$ cat config.mk
export PLATFORM = sky130hd
export DESIGN_NAME = ram_flat
export DESIGN_NICKNAME = d
export VERILOG_FILES = /design/src/rtl/ram_if.sv /design/src/rtl/ram.sv /design/src/flat_wrapper.sv
export SDC_FILE = /design/constraint.sdc
export NUM_CORES = 1
export LEC_CHECK = 0
export CORE_UTILIZATION = 64
export CTS_CLUSTER_DIAMETER = 40
export DETAILED_ROUTE_END_ITERATION = 8
export GPL_TIMING_DRIVEN = 0
export HOLD_SLACK_MARGIN = 0.02
export PLACE_DENSITY_LB_ADDON = 0.12
export SYNTH_ARGS = -nofsm -noshare
export SYNTH_HDL_FRONTEND = slang
export SYNTH_SLANG_ARGS = --single-unit
$ cat constraint.sdc
create_clock -name clk -period 2 [get_ports clk]
set_clock_uncertainty 0.15 [all_clocks]
set_input_delay 0.5 -clock clk [delete_from_list [all_inputs] [get_ports clk]]
set_output_delay 0.5 -clock clk [all_outputs]
set_load 0.01 [all_outputs]
$ cat src/rtl/ram_if.sv
// ram_if: bundles the write and read port signals of the ram block.
// The master side drives enables, addresses and write data; the slave
// side (the ram itself) returns registered read data.
interface ram_if #(
    parameter int DATA_WIDTH = 8,
    parameter int ADDR_WIDTH = 4
);
    logic                  wr_enb;
    logic [ADDR_WIDTH-1:0] wr_addr;
    logic [DATA_WIDTH-1:0] wr_data;
    logic                  rd_enb;
    logic [ADDR_WIDTH-1:0] rd_addr;
    logic [DATA_WIDTH-1:0] rd_data;

    modport master (
        output wr_enb,
        output wr_addr,
        output wr_data,
        output rd_enb,
        output rd_addr,
        input  rd_data
    );

    modport slave (
        input  wr_enb,
        input  wr_addr,
        input  wr_data,
        input  rd_enb,
        input  rd_addr,
        output rd_data
    );
endinterface

$ cat src/rtl/ram.sv
// ram: 1-write / 1-read synchronous RAM, single clock, registered read.
// Reset (rst, asynchronous, active-low) clears every word and rd_data.
// Same-address collisions return the old word (read-first) unless the
// macro RAM_WR_BYPASS_EN is defined, in which case the incoming write data
// is forwarded to rd_data (write-through).
module ram #(
    parameter int DATA_WIDTH = 8,
    parameter int ADDR_WIDTH = 4
) (
    input  logic  clk,
    input  logic  rst,
    ram_if.slave  bus
);
    localparam int DEPTH = 1 << ADDR_WIDTH;

    logic [DATA_WIDTH-1:0] mem_q [DEPTH];
    logic [DATA_WIDTH-1:0] mem_d [DEPTH];
    logic [DATA_WIDTH-1:0] rd_data_q;
    logic [DATA_WIDTH-1:0] rd_data_d;

`ifdef RAM_WR_BYPASS_EN
    logic collision;

    // Same-cycle write and read to one address selects the forwarding path.
    assign collision = bus.wr_enb && bus.rd_enb && (bus.wr_addr == bus.rd_addr);
`endif

    // Next-state of the storage array: only the addressed word changes on a write.
    always_comb begin
        mem_d = mem_q;
        if (bus.wr_enb) begin
            mem_d[bus.wr_addr] = bus.wr_data;
        end
    end

    // Next read data: hold when idle, otherwise fetch the currently stored word
    // (the pre-write contents on a collision) or forward the write data.
    always_comb begin
        rd_data_d = rd_data_q;
        if (bus.rd_enb) begin
`ifdef RAM_WR_BYPASS_EN
            if (collision) begin
                rd_data_d = bus.wr_data;
            end else begin
                rd_data_d = mem_q[bus.rd_addr];
            end
`else
            rd_data_d = mem_q[bus.rd_addr];
`endif
        end
    end

    // Storage words: cleared asynchronously, updated on every rising edge.
    always_ff @(posedge clk or negedge rst) begin
        if (!rst) begin
            for (int i = 0; i < DEPTH; i++) begin
                mem_q[i] <= '0;
            end
        end else begin
            for (int i = 0; i < DEPTH; i++) begin
                mem_q[i] <= mem_d[i];
            end
        end
    end

    // Read data register: cleared asynchronously so rd_data drops at once.
    always_ff @(posedge clk or negedge rst) begin
        if (!rst) begin
            rd_data_q <= '0;
        end else begin
            rd_data_q <= rd_data_d;
        end
    end

    assign bus.rd_data = rd_data_q;

endmodule

$ cat src/flat_wrapper.sv
// flat-port wrapper written by rule: the top's interface ports become plain ports
module ram_flat 
#(
    parameter int DATA_WIDTH = 8,
    parameter int ADDR_WIDTH = 4
)
  (clk, rst, bus_wr_enb, bus_wr_addr, bus_wr_data, bus_rd_enb, bus_rd_addr, bus_rd_data);
  ram_if #(.DATA_WIDTH(DATA_WIDTH), .ADDR_WIDTH(ADDR_WIDTH)) bus_i ();
  input  logic clk;
  input  logic rst;
  input wire logic [$bits(bus_i.wr_enb)-1:0] bus_wr_enb;
  input wire logic [$bits(bus_i.wr_addr)-1:0] bus_wr_addr;
  input wire logic [$bits(bus_i.wr_data)-1:0] bus_wr_data;
  input wire logic [$bits(bus_i.rd_enb)-1:0] bus_rd_enb;
  input wire logic [$bits(bus_i.rd_addr)-1:0] bus_rd_addr;
  output wire logic [$bits(bus_i.rd_data)-1:0] bus_rd_data;
  assign bus_i.wr_enb = bus_wr_enb;
  assign bus_i.wr_addr = bus_wr_addr;
  assign bus_i.wr_data = bus_wr_data;
  assign bus_i.rd_enb = bus_rd_enb;
  assign bus_i.rd_addr = bus_rd_addr;
  assign bus_rd_data = bus_i.rd_data;
  ram #(.DATA_WIDTH(DATA_WIDTH), .ADDR_WIDTH(ADDR_WIDTH)) u_core (.clk(clk), .rst(rst), .bus(bus_i));
endmodule
; ---- Word-level counts from Yosys, hierarchy flattened
; Cells that the tools add are included.
[op_classes]
n_lt_le_gt_ge = 3
muxes = 6
n_bitwise = 2
reduce_logical = 1
[ops]
columns = cell, count
row1 = bitwise mux 128 bit, 1
row2 = binary-select mux 8 bit (select 4 bit), 1
row3 = demux 8 bit (select 4 bit), 1
row4 = 2-to-1 mux 8 bit, 3
row5 = >= comparator 5 bit (second input constant), 2
row6 = NOT 4 -> 5 bit, 2
row7 = less-than comparator 5 x 1 -> 1 bit (second input constant), 1
row8 = logical AND 1 bit, 1
[totals]
reg_bits = 136
in_bits = 20
out_inout_bits = 8

; ---- Depth between registers and ports, before layout
[logic_depth]
word_depth = 6
depth_mapped = 6
mapped_depth_nobuf = 3

; ---- Least setup slack after synthesis
; OpenSTA, ideal clock, no wires.
[synth_timing]
path_type = input to register
startpoint = in bus_rd_addr[1]
endpoint = reg u_core.rd_data_q[1], in the netlist u_core.bus.rd_data[1]
arrival_time_ps = 1581
setup_slack_ps = 127
cell_stages = 5
path_buffers = 2
cell_sequence = buf_4 > buf_4 > mux4_2 > o22ai_1 > a221oi_1
[synth_between]
elab_chain_cells = 4
[synth_lines]
columns = item, line
row1 = from (decl), flat_wrapper.sv:15  ; input wire logic [$bits(bus_i.rd_addr)-1:0] bus_rd_addr;
row2 = NOT 4 -> 5 bit (not written as such), ram.sv:48  ; rd_data_d = mem_q[bus.rd_addr];
row3 = binary-select mux 8 bit (select 4 bit), ram.sv:48
row4 = 2-to-1 mux 8 bit (not written as such) (2 in a row), ram.sv:48
row5 = to (signal assigned), ram.sv:71  ; rd_data_q <= rd_data_d;
row6 = to (decl), ram.sv:18  ; logic [DATA_WIDTH-1:0] rd_data_q;
; Every way passes these cells. The select of a mux whose other input is x is not followed.
; A chain may end at the register's enable or synchronous reset.

; ---- Final worst setup path
[layout_timing]
startpoint = in bus_wr_addr[3]
endpoint = reg u_core.mem_q[16] (netlist bit)
[layout_between]
elab_chain_cells = 6
word_cells_on_any_way = 7
cone_classes = order compare (2) / mux (3) / bitwise (1) / reduce/logical (1)
[layout_lines]
columns = item, line
row1 = from (decl), flat_wrapper.sv:12  ; input wire logic [$bits(bus_i.wr_addr)-1:0] bus_wr_addr;
row2 = NOT 4 -> 5 bit (not written as such) (*), ram.sv:32  ; mem_d[bus.wr_addr] = bus.wr_data;
row3 = >= comparator 5 bit (not written as such) or less-than comparator 5 x 1 -> 1 bit (tied branches), ram.sv:32
row4 = logical AND 1 bit (not written as such), ram.sv:32
row5 = 2-to-1 mux 8 bit (not written as such), ram.sv:32
row6 = demux 8 bit (select 4 bit) (*), ram.sv:32
row7 = bitwise mux 128 bit (*), ram.sv:32
row8 = "to (signal, indexed assignment)", ram.sv:61  ; mem_q[i] <= mem_d[i];
row9 = to (decl), ram.sv:16  ; logic [DATA_WIDTH-1:0] mem_q [DEPTH];
; Every way passes the cells marked *; elsewhere a longest branch is shown, timed or not.

==> results.toml <==
[run_status]
outcome = "complete, but fails checks"
violations = "setup timing"

[critical_path]
cp.required_ps = 2270
crit_arrival_ps = 2280
worstReg2RegStart = "u_core.mem_q[2]"
cp-startpoint = "bus_wr_addr[3]"
cp_max_fo = 10
cp-end-kind = "flip-flop"
crit_type = "in -> reg"
cp-start-kind = "input port"
r2r_slack_ps = 410
crit_end = "u_core.mem_q[16]"
ff2ff_path_depth = 3
regToRegEndpoint = "u_core.bus.rd_data[2]"

[floorplan]
chipWidth_um = 101
initial_core_util_pct = 66.7
die_h_um = 101
core_um2 = 9330
io_pins = 28
num_rows = 35
dieArea_um2 = 10100

[sta]
finalSetupTns_ps = -14.4
timing.final.hold_violations = 0
setup_ws_ps = -9.63
max_slew_margin_pct = 58.7
rsz0062_at_grt = "yes"
final_max_slew_viol_count = 0
worst_slew_pin_slew_ps = 620
fmax_ghz = 0.498
period_needed_ps = 2010
finalCritPeriodShare_pct = 100
finalSetupViolations = 5

[yosys]
synth_top_family_by_area = "multiplexers"
synthDistinctLibCells = 27
synth_compound_area_share_pct = 1.93
ys_ff_latch = 136
yosys_warnings = 0
synth-xor-area-share_pct = 0
syn-num-nets = 404
synth-simple-area-share_pct = 4.16
synth.cell_area_um2 = 6220
ys_seq_area_share_pct = 54.7
avgSynthCellArea_um2 = 16.2
synth.area.mux_share_pct = 36.5
synthCells = 384
yosys.area_share.adder_pct = 0

[pwr]
powerDensity_nw_per_um2 = 1120
irDropWorstVdd_mv = 0.827
total_leakage_power_nw = 3.11
power_mw = 8.19

[cts]
clock_sinks = 136
root_buffer = "clkbuf_8"
cts_buffer_depth = 2
clkSlewWorstSetupHoldPaths_ps = 60
clock_latency_ps = 540
cts_tree = "done"
cts_made_buffers = 17
htreeDepth = 4

[placement]
portBuffers = 21
pre_cts_slack_ps = -733
dp.cells = 535
place_hpwl_mm = 8.73
place.gp.congestion = 0.786
placed_area_um2 = 6620

[routing]
firstDrtPassIters = 4
via_count = 3692
vias_per_cell = 6.42
drc_errors = 0
antenna_left = 0
first_iter_violations = 165
post_drt_wl_per_cell_um = 24.7
routed_wirelength_mm = 14.2

[grt]
grt_max_degree = 71
grt_usage_pct = 31.3
grt_pass1_wl_mm = 22.2
antenna_found_initial = 0
overflow = 0
grt_pass1_vias = 3924

[worst_hold_path]
worstHoldPathType = "in -> reg"
min_path_cells = 3

[finish]
area_delta_synth_final_pct = 17.8
nFillCells = 539
antenna_cells = 0
nets = 453
instances_no_fill = 575
drive_above_1_share_pct = 52.0
final_cell_area_um2 = 7330

[flow_run]
drv_cap = 0
critical path, cell delays in order:
cell and delay [ps]:
clkdlybuf4s50_1 540, buf_6 220, nand3b_1 150, nor2_2 460, mux2_2 400
layout make-up:
| cell class | instances | area [µm²] | share of cell area [%] |
|---|---|---|---|
| plain buffers | 28 | 168 | 2.29 |
| well taps | 129 | 161 | 2.20 |
| multi-input cells | 220 | 2690 | 36.7 |
| clock buffers | 19 | 432 | 5.89 |
| clock inverters | 13 | 146 | 2.00 |
| flip-flops and latches | 136 | 3400 | 46.4 |
| repair buffers | 30 | 329 | 4.49 |
report_power, final:
| group | leakage (nW) | internal [mW] | switching (mW) |
|---|---|---|---|
| Sequential | 1.66 | 3.39 | 0.344 |
| Combinational | 1.18 | 0.880 | 0.528 |
| Clock | 0.267 | 1.82 | 1.23 |
| Total | 3.11 | 6.09 | 2.10 |
routing by layer:
metal / global-route usage (%) / share of wire [%]
met1: 42.1 / 41
met2: 49.8 / 51
met3: 7.14 / 5.7
met4: 13.2 / 2.0
met5: 0 / 0
kinds of logic (layout without fill, tap and decap cells):
kind of cell           count (synthesis)  count (layout)
AND/OR/NAND/NOR                       36              36
buffers and inverters                 28              90
flip-flops                           136             136
AO/OA/AOI/OAI                         16              16
multiplexers                         168             168
repair_timing:
action,4_1_cts,5_1_grt
endpoints found under the setup margin,65,50
pin swaps,1,1
buffers inserted,2,5
hold endpoints to repair,66,0
gates resized for setup,12,3
hold buffers,1,0
worst min path at each step:
| stage | startpoint | endpoint |
|---|---|---|
| after CTS | bus_rd_enb | u_core.bus.rd_data[4] |
| after detailed placement | u_core.mem_q[62] | u_core.mem_q[62] |
| final | bus_rd_enb | u_core.bus.rd_data[4] |
| after global placement | u_core.mem_q[112] | u_core.mem_q[112] |
| after floorplan | rst | u_core.bus.rd_data[0] |
| after global routing | bus_wr_addr[2] | u_core.mem_q[47] |
through the flow:
step | hold slack [ps] | util [%]
global placement | 333 | 70.7
floorplan | 54.4 | -
detailed placement | 341 | 71.0
finish | 259 | 78.6
global route | 282 | 78.6
CTS | 251 | 77.6
Yosys cell counts (all sizes together):
cell | n | area, µm²
a221oi | 8 | 70.1
and2 | 1 | 6.26
buf | 19 | 134
clkbuf | 9 | 33.8
dfrtp | 136 | 3400
mux2 | 128 | 1470
mux2i | 8 | 80.1
mux4 | 32 | 721
nand2 | 2 | 10.0
nand2b | 4 | 32.5
nand3 | 2 | 10.0
nand3b | 2 | 15.0
nor2 | 14 | 67.6
nor3 | 6 | 66.3
nor4 | 1 | 21.3
o22ai | 8 | 50.1
or2 | 1 | 6.26
or3 | 2 | 12.5
or4 | 1 | 11.3
sequential cells by signal (all words and copies together), names as in the netlist:
| name | count |
|---|---|
| u_core.mem_q | 128 |
| u_core.bus.rd_data | 8 |
cell usage in the layout (no fill, tap or decap), types with 2 or more instances in the layout:
| cell type | instances |
|---|---|
| o22ai_1 | 8 |
| clkdlybuf4s50_1 | 12 |
| clkinv_4 | 2 |
| clkinvlp_4 | 5 |
| nor3_4 | 6 |
| buf_12 | 3 |
| nand3_1 | 2 |
| buf_4 | 9 |
| mux4_2 | 32 |
| nor2_2 | 4 |
| nand2b_1 | 3 |
| buf_6 | 6 |
| bufinv_16 | 2 |
| dlygate4sd2_1 | 8 |
| buf_1 | 4 |
| clkbuf_1 | 10 |
| nor2_1 | 8 |
| inv_6 | 3 |
| clkbuf_8 | 2 |
| mux2_4 | 8 |
| buf_2 | 5 |
| a221oi_1 | 8 |
| dfrtp_1 | 136 |
| nor2_4 | 2 |
| clkbuf_16 | 16 |
| mux2i_1 | 8 |
| or3_1 | 2 |
| mux2_2 | 120 |
| nand3b_1 | 2 |
No activity file was read; power rests on OpenSTA's default activity.
